--- src/rtl/vga_rx_monitor.sv ---
// Receive-side VGA timing monitor: recovers line/frame timing from sync edges, reports totals,
// lock state, active-pixel coordinates and a per-frame pixel checksum.
module vga_rx_monitor #(
   parameter int unsigned SYNC_POL = 0,
   parameter int unsigned H_START  = 144,
   parameter int unsigned H_ACTIVE = 640,
   parameter int unsigned V_START  = 35,
   parameter int unsigned V_ACTIVE = 480,
   parameter int unsigned CNT_W    = 12
) (
   input  logic             iClk,
   input  logic             iNRst,
   input  logic             iPixEn,
   input  logic             iHSync,
   input  logic             iVSync,
   input  logic [7:0]       iRGB,
   output logic             oPixValid,
   output logic [CNT_W-1:0] oPixX,
   output logic [CNT_W-1:0] oPixY,
   output logic [7:0]       oPixData,
   output logic [CNT_W-1:0] oHTotal,
   output logic [CNT_W-1:0] oVTotal,
   output logic [31:0]      oFrameSum,
   output logic [19:0]      oPixCount,
   output logic             oFrameDone,
   output logic             oLocked,
   output logic             oSyncLost
);

   localparam logic [CNT_W-1:0] CntMax  = '1;
   localparam logic             SyncLvl = (SYNC_POL != 0);

   typedef enum logic [1:0] {StSearch, StMeasure, StCheck, StLocked} state_e;

   // Input stage
   logic       pix_en_q, hs_q, vs_q;
   logic [7:0] rgb_q;

   always_ff @(posedge iClk or negedge iNRst) begin
      if (!iNRst) begin
         pix_en_q <= 1'b0;
         hs_q     <= 1'b0;
         vs_q     <= 1'b0;
         rgb_q    <= '0;
      end else begin
         pix_en_q <= iPixEn;
         hs_q     <= iHSync;
         vs_q     <= iVSync;
         rgb_q    <= iRGB;
      end
   end

   // Timing recovery stage
   logic             hs_prev_q, hs_prev_d;
   logic             vs_ls_q, vs_ls_d;
   logic [CNT_W-1:0] pix_idx_q, pix_idx_d;
   logic [CNT_W-1:0] line_idx_q, line_idx_d;
   logic [CNT_W-1:0] ref_len_q, ref_len_d;
   logic             have_len_q, have_len_d;
   logic             cons_q, cons_d;
   logic             ev_q, ev_d;
   logic             bnd_q, bnd_d;
   logic             sat_q, sat_d;
   logic             frame_ok_q, frame_ok_d;
   logic [CNT_W-1:0] frame_len_q, frame_len_d;
   logic [CNT_W-1:0] frame_lines_q, frame_lines_d;
   logic [7:0]       rgb_b_q, rgb_b_d;

   logic             hs_act, vs_act, line_start, frame_start, pix_sat, line_sat;
   logic [CNT_W-1:0] line_len;

   assign hs_act      = (hs_q == SyncLvl);
   assign vs_act      = (vs_q == SyncLvl);
   assign line_start  = pix_en_q & hs_act & ~hs_prev_q;
   assign frame_start = line_start & vs_act & ~vs_ls_q;
   assign line_len    = pix_idx_q + CNT_W'(1);
   // Saturation fires only on the increment that reaches the ceiling, so it pulses once
   assign pix_sat     = pix_en_q & ~line_start & (pix_idx_q == CntMax - CNT_W'(1));
   assign line_sat    = line_start & ~frame_start & (line_idx_q == CntMax - CNT_W'(1));

   always_comb begin
      hs_prev_d     = hs_prev_q;
      vs_ls_d       = vs_ls_q;
      pix_idx_d     = pix_idx_q;
      line_idx_d    = line_idx_q;
      ref_len_d     = ref_len_q;
      have_len_d    = have_len_q;
      cons_d        = cons_q;
      frame_ok_d    = frame_ok_q;
      frame_len_d   = frame_len_q;
      frame_lines_d = frame_lines_q;
      rgb_b_d       = rgb_b_q;
      ev_d          = pix_en_q;
      bnd_d         = frame_start;
      sat_d         = pix_sat | line_sat;
      if (pix_en_q) begin
         hs_prev_d = hs_act;
         rgb_b_d   = rgb_q;
         if (line_start) begin
            pix_idx_d = '0;
            vs_ls_d   = vs_act;
            if (frame_start) begin
               line_idx_d    = '0;
               frame_ok_d    = cons_q & (~have_len_q | (line_len == ref_len_q));
               frame_len_d   = line_len;
               frame_lines_d = line_idx_q + CNT_W'(1);
               cons_d        = 1'b1;
               have_len_d    = 1'b0;
            end else begin
               if (line_idx_q != CntMax) line_idx_d = line_idx_q + CNT_W'(1);
               if (!have_len_q) begin
                  ref_len_d  = line_len;
                  have_len_d = 1'b1;
               end else if (line_len != ref_len_q) begin
                  cons_d = 1'b0;
               end
            end
         end else if (pix_idx_q != CntMax) begin
            pix_idx_d = pix_idx_q + CNT_W'(1);
         end
      end
   end

   always_ff @(posedge iClk or negedge iNRst) begin
      if (!iNRst) begin
         hs_prev_q     <= 1'b0;
         vs_ls_q       <= 1'b0;
         pix_idx_q     <= '0;
         line_idx_q    <= '0;
         ref_len_q     <= '0;
         have_len_q    <= 1'b0;
         cons_q        <= 1'b1;
         ev_q          <= 1'b0;
         bnd_q         <= 1'b0;
         sat_q         <= 1'b0;
         frame_ok_q    <= 1'b0;
         frame_len_q   <= '0;
         frame_lines_q <= '0;
         rgb_b_q       <= '0;
      end else begin
         hs_prev_q     <= hs_prev_d;
         vs_ls_q       <= vs_ls_d;
         pix_idx_q     <= pix_idx_d;
         line_idx_q    <= line_idx_d;
         ref_len_q     <= ref_len_d;
         have_len_q    <= have_len_d;
         cons_q        <= cons_d;
         ev_q          <= ev_d;
         bnd_q         <= bnd_d;
         sat_q         <= sat_d;
         frame_ok_q    <= frame_ok_d;
         frame_len_q   <= frame_len_d;
         frame_lines_q <= frame_lines_d;
         rgb_b_q       <= rgb_b_d;
      end
   end

   // Lock FSM, accumulation and output stage
   state_e           state_q, state_d;
   logic [31:0]      run_sum_q, run_sum_d;
   logic [19:0]      run_cnt_q, run_cnt_d;
   logic             pix_valid_q, pix_valid_d;
   logic [CNT_W-1:0] pix_x_q, pix_x_d, pix_y_q, pix_y_d;
   logic [7:0]       pix_data_q, pix_data_d;
   logic [CNT_W-1:0] htotal_q, htotal_d, vtotal_q, vtotal_d;
   logic [31:0]      frame_sum_q, frame_sum_d;
   logic [19:0]      pix_count_q, pix_count_d;
   logic             frame_done_q, frame_done_d;
   logic             locked_q, locked_d;
   logic             sync_lost_q, sync_lost_d;

   logic in_h, in_v, act, lost, match;

   assign in_h  = (32'(pix_idx_q) >= H_START) && (32'(pix_idx_q) < H_START + H_ACTIVE);
   assign in_v  = (32'(line_idx_q) >= V_START) && (32'(line_idx_q) < V_START + V_ACTIVE);
   assign act   = ev_q & in_h & in_v;
   assign lost  = sat_q & ~bnd_q;
   // Reference is the pair latched at the previous boundary
   assign match = frame_ok_q & (frame_len_q == htotal_q) & (frame_lines_q == vtotal_q);

   always_comb begin
      state_d      = state_q;
      run_sum_d    = (bnd_q | lost) ? 32'd0 : run_sum_q;
      run_cnt_d    = (bnd_q | lost) ? 20'd0 : run_cnt_q;
      pix_valid_d  = act;
      pix_x_d      = pix_x_q;
      pix_y_d      = pix_y_q;
      pix_data_d   = pix_data_q;
      htotal_d     = htotal_q;
      vtotal_d     = vtotal_q;
      frame_sum_d  = frame_sum_q;
      pix_count_d  = pix_count_q;
      frame_done_d = 1'b0;
      sync_lost_d  = 1'b0;
      if (act) begin
         pix_x_d    = pix_idx_q - CNT_W'(H_START);
         pix_y_d    = line_idx_q - CNT_W'(V_START);
         pix_data_d = rgb_b_q;
         if (!lost) begin
            run_sum_d = run_sum_d + {24'd0, rgb_b_q};
            run_cnt_d = run_cnt_d + 20'd1;
         end
      end
      if (bnd_q) begin
         if (state_q != StSearch) begin
            htotal_d     = frame_len_q;
            vtotal_d     = frame_lines_q;
            frame_sum_d  = run_sum_q;
            pix_count_d  = run_cnt_q;
            frame_done_d = 1'b1;
         end
         unique case (state_q)
            StSearch:  state_d = StMeasure;
            StMeasure: state_d = frame_ok_q ? StCheck : StMeasure;
            StCheck:   state_d = match ? StLocked : StMeasure;
            StLocked:  state_d = match ? StLocked : StMeasure;
         endcase
      end else if (lost) begin
         state_d     = StSearch;
         sync_lost_d = 1'b1;
      end
      locked_d = (state_d == StLocked);
   end

   always_ff @(posedge iClk or negedge iNRst) begin
      if (!iNRst) begin
         state_q      <= StSearch;
         run_sum_q    <= '0;
         run_cnt_q    <= '0;
         pix_valid_q  <= 1'b0;
         pix_x_q      <= '0;
         pix_y_q      <= '0;
         pix_data_q   <= '0;
         htotal_q     <= '0;
         vtotal_q     <= '0;
         frame_sum_q  <= '0;
         pix_count_q  <= '0;
         frame_done_q <= 1'b0;
         locked_q     <= 1'b0;
         sync_lost_q  <= 1'b0;
      end else begin
         state_q      <= state_d;
         run_sum_q    <= run_sum_d;
         run_cnt_q    <= run_cnt_d;
         pix_valid_q  <= pix_valid_d;
         pix_x_q      <= pix_x_d;
         pix_y_q      <= pix_y_d;
         pix_data_q   <= pix_data_d;
         htotal_q     <= htotal_d;
         vtotal_q     <= vtotal_d;
         frame_sum_q  <= frame_sum_d;
         pix_count_q  <= pix_count_d;
         frame_done_q <= frame_done_d;
         locked_q     <= locked_d;
         sync_lost_q  <= sync_lost_d;
      end
   end

   assign oPixValid  = pix_valid_q;
   assign oPixX      = pix_x_q;
   assign oPixY      = pix_y_q;
   assign oPixData   = pix_data_q;
   assign oHTotal    = htotal_q;
   assign oVTotal    = vtotal_q;
   assign oFrameSum  = frame_sum_q;
   assign oPixCount  = pix_count_q;
   assign oFrameDone = frame_done_q;
   assign oLocked    = locked_q;
   assign oSyncLost  = sync_lost_q;

endmodule

--- config.mk ---
export PLATFORM = sky130hd
export DESIGN_NAME = vga_rx_monitor
export DESIGN_NICKNAME = d
export VERILOG_FILES = /design/src/rtl/vga_rx_monitor.sv
export SDC_FILE = /design/constraint.sdc
export NUM_CORES = 1
export LEC_CHECK = 0
export CAP_MARGIN = 25
export CORE_ASPECT_RATIO = 0.75
export CORE_MARGIN = 1.5
export CORE_UTILIZATION = 45
export CTS_CLUSTER_DIAMETER = 100
export DETAILED_ROUTE_END_ITERATION = 6
export PLACE_DENSITY = 0.66
export RECOVER_POWER = 50
export SKIP_LAST_GASP = 1
export SLEW_MARGIN = 20
export SYNTH_ARGS = -nofsm -noshare
export SYNTH_HDL_FRONTEND = slang
export SYNTH_SLANG_ARGS = --single-unit
--- constraint.sdc ---
create_clock -name iClk -period 5.15 [get_ports iClk]
set_input_delay 1.545 -clock iClk [delete_from_list [all_inputs] [get_ports iClk]]
set_output_delay 1.545 -clock iClk [all_outputs]
set_load 0.005 [all_outputs]
======== Word-level counts from Yosys, hierarchy flattened ========
Cells that the tools add are included.
storage, ports and cells
  register bits ........................... 253
  memory bits (writable) .................. 0
  memory bits (read-only) ................. 0
  input port bits ......................... 13
  output and inout bits ................... 112
  bits in latches ......................... 0
  word-level logic and storage cells ...... 118
  memories kept ........................... 0
cells by class
  divide/modulo/power cells ............... 0
  $add $sub $neg .......................... 6
  mux-type cells .......................... 23
  order comparisons ....................... 4
  equality and inequality tests ........... 12
  shifts and indexed selects .............. 0
  multipliers ............................. 0
  reductions and logical operators ........ 16
  bitwise logic cells ..................... 25
operator list
  cell                     number
  $mux W32                 3
  $mux W20                 3
  $mux W12                 4
  $eq A12 B12 Y1           3
  $add A32 B8 Y32          1
  $add A12 B1 Y12 const B  2
  $eq A12 B12 Y1 const B   2
  $lt A12 B10 Y1 const B   2
  $ne A12 B12 Y1 const B   2
  $add A20 B1 Y20 const B  1
  $and A1 B1 Y1            14
  $ge A12 B6 Y1 const B    1
  $ge A12 B8 Y1 const B    1
  $ne A12 B12 Y1           1
  $sub A12 B6 Y12 const B  1
  $sub A12 B8 Y12 const B  1
  $reduce_bool A2 Y1       5
  $mux W1                  8
  $mux W2                  4
  $not A1 Y1               8
  $reduce_and A4 Y1        2
  $eq A2 B2 Y1 const B     3
  $pmux W2 S3              1
  $reduce_and A2 Y1        3
  other kinds (6)          10

======== Depth between registers and ports, before layout ========
Gate-level depths: netlist of run 1.
  word-level depth ........................ 9
  mapped depth ............................ 15
  mapped depth without buffers ............ 10

======== Worst setup path after synthesis of run 1 ========
Ideal clock, no wire load.
  kind .................................... register to register
  start ................................... reg bnd_q
  end ..................................... reg run_sum_q[22]
  setup slack ............................. 1.796 ns
  cell stages (with the launch flop) ...... 16
  path buffers ............................ 5
  arrival ................................. 3.276 ns
  cells stage by stage .................... dfrtp_1 -> clkbuf_1 -> nor2_2 -> clkbuf_1 -> clkbuf_1 -> and2_1 -> ha_1 -> fa_1 -> a211oi_1 -> o21bai_1 -> o21ai_0 -> o2bb2ai_1 -> clkbuf_1 -> clkbuf_1 -> o31ai_1 -> a21oi_1
on the way
  word-level cells in the longest chain between the ends .. 7
RTL lines
  element                 line  RTL
  start, declared         62    logic bnd_q, bnd_d;
  start signal, assigned  149   bnd_q <= bnd_d;
  $not A1 Y1              177   assign lost = sat_q & ~bnd_q;
  $and A1 B1 Y1           177
  $or A1 B1 Y1            183   run_sum_d = (bnd_q | lost) ? 32'd0 : run_sum_q;
  $mux W32                183
  $add A32 B8 Y32         200   run_sum_d = run_sum_d + {24'd0, rgb_b_q};
  $mux W32                199   if (!lost) begin
  $mux W32 (*)            195   if (act) begin
  net run_sum_d[22]       160   logic [31:0] run_sum_q, run_sum_d;
  end signal, assigned    243   run_sum_q <= run_sum_d;
  end, declared           160
Mark *: on every way through the listed nets, which the timed path passes. The rest lies on a longest branch.
A chain may end at the register's enable or synchronous reset.

======== Worst setup path in the final report of run 1 ========
  start ................................... reg bnd_q
  end ..................................... reg run_sum_q[12]
Same word-level chain as after synthesis.

==> results of run 1 <==
-- cell usage in the layout, fill, tap and decap left out, types with 7 or more instances in the layout --
| cell type | netlist | final |
|---|---|---|
| dlygate4sd3_1 | 0 | 11 |
| xor2_1 | 33 | 33 |
| nand2b_1 | 10 | 10 |
| o31ai_1 | 18 | 18 |
| and4_1 | 7 | 7 |
| nor3_1 | 13 | 12 |
| nand4_1 | 22 | 22 |
| mux2i_1 | 9 | 9 |
| ha_1 | 17 | 17 |
| nor2_1 | 77 | 78 |
| inv_1 | 21 | 21 |
| mux2_2 | 80 | 80 |
| and3_1 | 15 | 15 |
| nand3_1 | 25 | 25 |
| nand2_1 | 141 | 141 |
| clkdlybuf4s50_1 | 0 | 112 |
| xnor2_1 | 60 | 60 |
| clkbuf_1 | 61 | 11 |
| or4_1 | 11 | 11 |
| or3_1 | 10 | 10 |
| dfrtp_1 | 252 | 252 |
| a21oi_1 | 32 | 32 |
| buf_4 | 0 | 7 |
| a21o_1 | 7 | 7 |
| o21ai_0 | 81 | 81 |
| a31oi_1 | 9 | 9 |
| nor4_1 | 16 | 16 |
| clkbuf_16 | 0 | 27 |
| and2_1 | 15 | 15 |
-- worst min-delay path by stage --
stage                       end  cells after the start         from  slack [ns]
floorplan                  ev_q                      0         ev_d        0.39
global placement     rgb_b_q[1]                      1     rgb_q[1]        0.46
detailed placement  oPixData[4]                      2  oPixData[4]        0.46
CTS                  rgb_b_q[7]                      1     rgb_q[7]        0.48
global route         rgb_b_q[2]                      1     rgb_q[2]        0.48
finish               rgb_b_q[2]                      1     rgb_q[2]        0.48
-- per-stage QoR --
stage               area [um2]  worst slack, ns
floorplan                11800             1.80
global placement         13300             1.84
detailed placement       13300             1.74
CTS                      14300             1.72
global route             14200            0.854
finish                   14200             1.11
-- report_power, final --
part,total (mW),leakage (nW),internal [mW],switching (mW)
clock,2.01,0.448,1.23,0.780
combinational,0.636,2.56,0.304,0.331
sequential,2.34,3.43,2.14,0.197
total,4.99,6.43,3.68,1.31
-- flip-flops by register name (all words and copies together), names as in the netlist, 2 cells and up --
signal	cells
frame_len_q	12
frame_lines_q	12
line_idx_q	12
oFrameSum	32
oHTotal	12
oPixCount	20
oPixData	8
oPixX	12
oPixY	12
oVTotal	12
pix_idx_q	12
ref_len_q	12
rgb_b_q	8
rgb_q	8
run_cnt_q	20
run_sum_q	32
state_q	2
-- per-layer routing --
| metal | routed length (um) | track usage, % | part of all wire [%] |
|---|---|---|---|
| met1 | 14500 | 33.5 | 52 |
| met2 | 11200 | 28.2 | 40 |
| met3 | 1660 | 3.78 | 6.0 |
| met4 | 386 | 3.84 | 1.4 |
| met5 | 0 | 0 | 0 |
-- cell type report --
type | instances | area [um2]
fill | 2292 | 11600
clock inverter | 10 | 159
tap | 344 | 430
timing repair buffer | 139 | 1360
multi-input combinational | 770 | 5100
inverter | 23 | 86.3
clock buffer | 37 | 763
sequential | 253 | 6330
-- cell families (layout without fill, tap and decap cells) --
group	after synthesis	count (layout)	synth area share [%]
simple gates	382	382	16.0
flops	253	253	53.7
compound gates	188	188	9.91
xor+xnor	93	93	6.90
buf+inv	92	209	3.15
mux	89	89	8.40
fa+ha+maj	18	18	1.97
-- worst reg2reg max path, stage by stage, from the launching register on --
cell	delay, ns
dfrtp_1	0.56
nor2_1	0.78
clkbuf_1	0.82
and2_1	0.24
ha_1	0.19
o21a_1	0.13
o21ai_0	0.12
o2bb2ai_1	0.17
buf_4	0.21
or4_1	0.54
xor2_1	0.16
==> results.yml, run 1 <==
status:
  outcome: "finished with violations"
  failed_checks: "max-capacitance violations, max-slew violations"
routing:
  drt-pass1-iter-count: 5
  vias: 8483
  drt-initial-drc-count: 544
  routed_wl_um: 27800
  wl_per_cell_um: 17.6
  drc: 0
  final_antenna_net_count: 0
  via_per_inst: 5.38
power_and_ir_drop:
  p_per_area_mw_per_mm2: 350
  p_leak_nw: 6.43
  p_total_mw: 4.99
  peakVddDrop_mv: 0.249
global_routing:
  antenna_found_initial: 0
  overflow: 0
  grt_pass1_wl_um: 44800
  track_usage_pct: 20.6
  grt_max_degree: 108
  grt_pass1_vias: 7970
clock_network:
  cts_buffers: 26
  cts_resized: 0
  cts_root_buf: "clkbuf_16"
  post_cts_buffers: 0
  clk_pin_slew_ns: 0.06
  insertion_delay_ns: 0.52
  clock-sinks: 253
  cts_buffer_depth: 3
  htree_levels: 1
  cts_hold_buffers: 0
  cts_tree: "built"
critical_path:
  r2r-end: "run_sum_q[12]"
  path_class: "flop to flop"
  worst-r2r-setup-slack_ns: 1.11
  max_stage_delay_ns: 0.82
  cp-startpoint: "bnd_q"
  worst_setup_path_end_kind: "flop"
  crit_family: "simple AND/OR/NAND/NOR gates"
  slowest_stage: "clkbuf_1"
  cp.required_ns: 5.55
  rr_startpoint: "bnd_q"
  crit_buf_inv: 2
  r2r_cells: 10
  worstPathMaxFanout: 22
  arrival_ns: 4.44
  cp_num_cells: 10
  startpoint_type: "flop"
  crit_path_cell_trace: "nor2_1 -> clkbuf_1 -> and2_1 -> ha_1 -> o21a_1 -> o21ai_0 -> o2bb2ai_1 -> buf_4 -> or4_1 -> xor2_1"
  endpoint: "run_sum_q[12]"
yosys:
  yosys.area.top_type: "dfrtp_1"
  yosys_register_bits: 253
  async_flop_share_pct: 100
  yosysMostFrequentCell: "dfrtp_1"
  seq_area_frac_synth_pct: 53.7
  syn_avg_cell_area_um2: 10.6
  synth.area.top_cells: "dfrtp_1 (53%), mux2_2 (7.6%), nand2_1 (4.5%), xnor2_1 (4.5%), o21ai_0 (3.4%)"
  synth.cell_area_mm2: 0.0118
  yosys_warnings: 0
  synth_common_cells: "dfrtp_1 (252), nand2_1 (141), o21ai_0 (81), mux2_2 (80), nor2_1 (77)"
  synth_top_area_share_pct: 53.4
  synth_nets: 1146
  yosys_most_used_dff: "dfrtp_1"
  ys_types: 67
  netlist_instances: 1115
  synth_edf_count: 0
cells_and_area:
  postLayoutCoreUtil_pct: 55.1
  areaGrowthSynthToFinish_pct: 20.6
  nets: 1244
  fin_cells: 1576
  drive_above_1_share_pct: 11.7
  diodes: 0
timing:
  tightest_slew_ns: 2.53
  min_period_over_period_pct: 78.5
  finalClockSkew_ns: 0.0125
  finalMaxSlewViolations: 179
  max_slew_margin_pct: -68.9
  grt_setup_unrepaired: "false"
  finalSetupViolCount: 0
  setup_tns_ns: 0
  max_freq_ghz: 0.247
  period_minus_slack_ns: 4.04
  hold_violations: 0
  worst_hold_slack_ns: 0.476
die:
  fp.dieH_um: 143
  ios: 125
  core_area_mm2: 0.0258
  start_util_pct: 45.7
  dieArea_mm2: 0.0272
  num_rows: 51
  die_w_um: 190
place:
  io_buffers: 124
  place_inst: 1529
  hpwlAfterDp_um: 19100
  gp_congestion: 0.885
hold_path:
  hp-class: "flop to flop"
run:
  maxCapViolations: 4
No activity file was read; power rests on OpenSTA's default activity.
==> run 2, diff against run 1 <==
clock period = 3.9 ns   (was 5.15 ns; I/O delays follow)
==> results.yml, run 2 (same netlist as run 1, synthesis figures left out) <==
status:
  outcome: "finished with violations"
  failed_checks: "max-capacitance violations, max-slew violations"
cells_and_area:
  fin_cells: 1585
  postLayoutCoreUtil_pct: 55.0
  nets: 1252
  final_common_cell: "dfrtp_1"
  areaGrowthSynthToFinish_pct: 20.3
  final_cell_mix: "dfrtp_1 (252), nand2_1 (141), clkdlybuf4s50_1 (112)"
  fin_area_mm2: 0.0142
  drive_above_1_share_pct: 12.5
critical_path:
  startpoint_type: "flop"
  path_class: "flop to flop"
  rr_startpoint: "line_idx_q[0]"
  arrival_ns: 3.72
  worst-r2r-setup-slack_ns: 0.62
  worst_setup_path_end_kind: "flop"
  cp.required_ns: 4.34
  endpoint: "run_sum_q[16]"
  worstPathMaxFanout: 24
  r2r_cells: 8
  cp-startpoint: "line_idx_q[0]"
  r2r-end: "run_sum_q[16]"
hold_path:
  hold_path_depth: 2
  hp-class: "flop to flop"
power_and_ir_drop:
  p_per_area_mw_per_mm2: 451
  peakVddDrop_mv: 0.330
  p_leak_nw: 6.44
  p_total_mw: 6.40
clock_network:
  clock-sinks: 253
  cts_hold_buffers: 0
  cts_resized: 0
  cts_tree: "built"
  clk_pin_slew_ns: 0.06
  insertion_delay_ns: 0.53
  cts_root_buf: "clkbuf_16"
  cts_buffer_depth: 3
  cts_buffers: 26
  post_cts_buffers: 0
  htree_levels: 1
die:
  core_area_mm2: 0.0258
  ios: 125
  fp.dieH_um: 143
  die_w_um: 190
  start_util_pct: 45.7
  dieArea_mm2: 0.0272
  num_rows: 51
timing:
  max_freq_ghz: 0.305
  min_period_over_period_pct: 84.1
  grt_setup_unrepaired: "false"
  worst_hold_slack_ns: 0.475
  max_slew_margin_pct: -34.1
  setup_tns_ns: 0
  finalSetupViolCount: 0
  tightest_slew_ns: 2.01
  finalClockSkew_ns: 0.00810
  setup_ws_ns: 0.619
  hold_violations: 0
  finalMaxSlewViolations: 105
  period_minus_slack_ns: 3.28
global_routing:
  grt_max_degree: 80
  grt_pass1_wl_um: 44900
  track_usage_pct: 20.7
  antenna_found_initial: 1
  overflow: 0
  grt_pass1_vias: 8059
place:
  place_ws_ns: 0.641
  gp_congestion: 0.883
  io_buffers: 124
  place_inst: 1536
  hpwlAfterDp_um: 19300
  placed_area_mm2: 0.0134
routing:
  routed_wl_um: 27900
  vias: 8560
  via_per_inst: 5.40
  drc: 0
  drt-pass1-iter-count: 7
  drt-initial-drc-count: 472
  final_antenna_net_count: 0
  wl_per_cell_um: 17.6
run:
  maxCapViolations: 2
-- run 2: changes by cell type in the layout (fill, tap and decap cells not counted), sizes merged --
cell | before | now
clkbuf | 43 | 46
buf | 10 | 13
diode | 0 | 1
inv | 23 | 22
bufinv | 4 | 1
clkinv | 4 | 10
-- run 2: area by class of cell --
cell class,count,area [um2]
Fill cell,2244,11600
Timing Repair Buffer,147,1390
Multi-Input combinational cell,770,5100
Antenna cell,1,2.50
Tap cell,344,430
Sequential cell,253,6330
Inverter,23,86.3
Clock buffer,35,766
Clock inverter,12,93.8
-- run 2: worst min-delay path by stage --
stage	startpoint	to	slack (ns)
after global placement	rgb_q[7]	rgb_b_q[7]	0.46
after detailed placement	oPixX[2]	oPixX[2]	0.46
after CTS	rgb_q[3]	rgb_b_q[3]	0.48
final	oFrameSum[26]	oFrameSum[26]	0.47
after global routing	rgb_q[6]	rgb_b_q[6]	0.50
after floorplan	ev_d	ev_q	0.39
-- run 2: power breakdown --
| part | internal [mW] | total [mW] | switching [mW] |
|---|---|---|---|
| Clock | 1.44 | 2.47 | 1.03 |
| Sequential | 2.83 | 3.07 | 0.243 |
| Combinational | 0.402 | 0.861 | 0.459 |
| Total | 4.67 | 6.40 | 1.73 |
-- run 2: critical path: stages, from the launching register on --
cell and delay [ns]:
dfrtp_1 0.44, ha_1 0.32, or4_4 0.46, o21ai_2 0.24
o2111ai_4 0.41, inv_2 0.41, nand3_4 0.23, or4_1 0.52
a21oi_1 0.16
-- run 2: routing by layer --
layer / routed length [um] / track usage [%]
met4: 370 / 3.59
met1: 14500 / 33.2
met5: 0 / 0
met3: 1430 / 3.42
met2: 11700 / 29.1
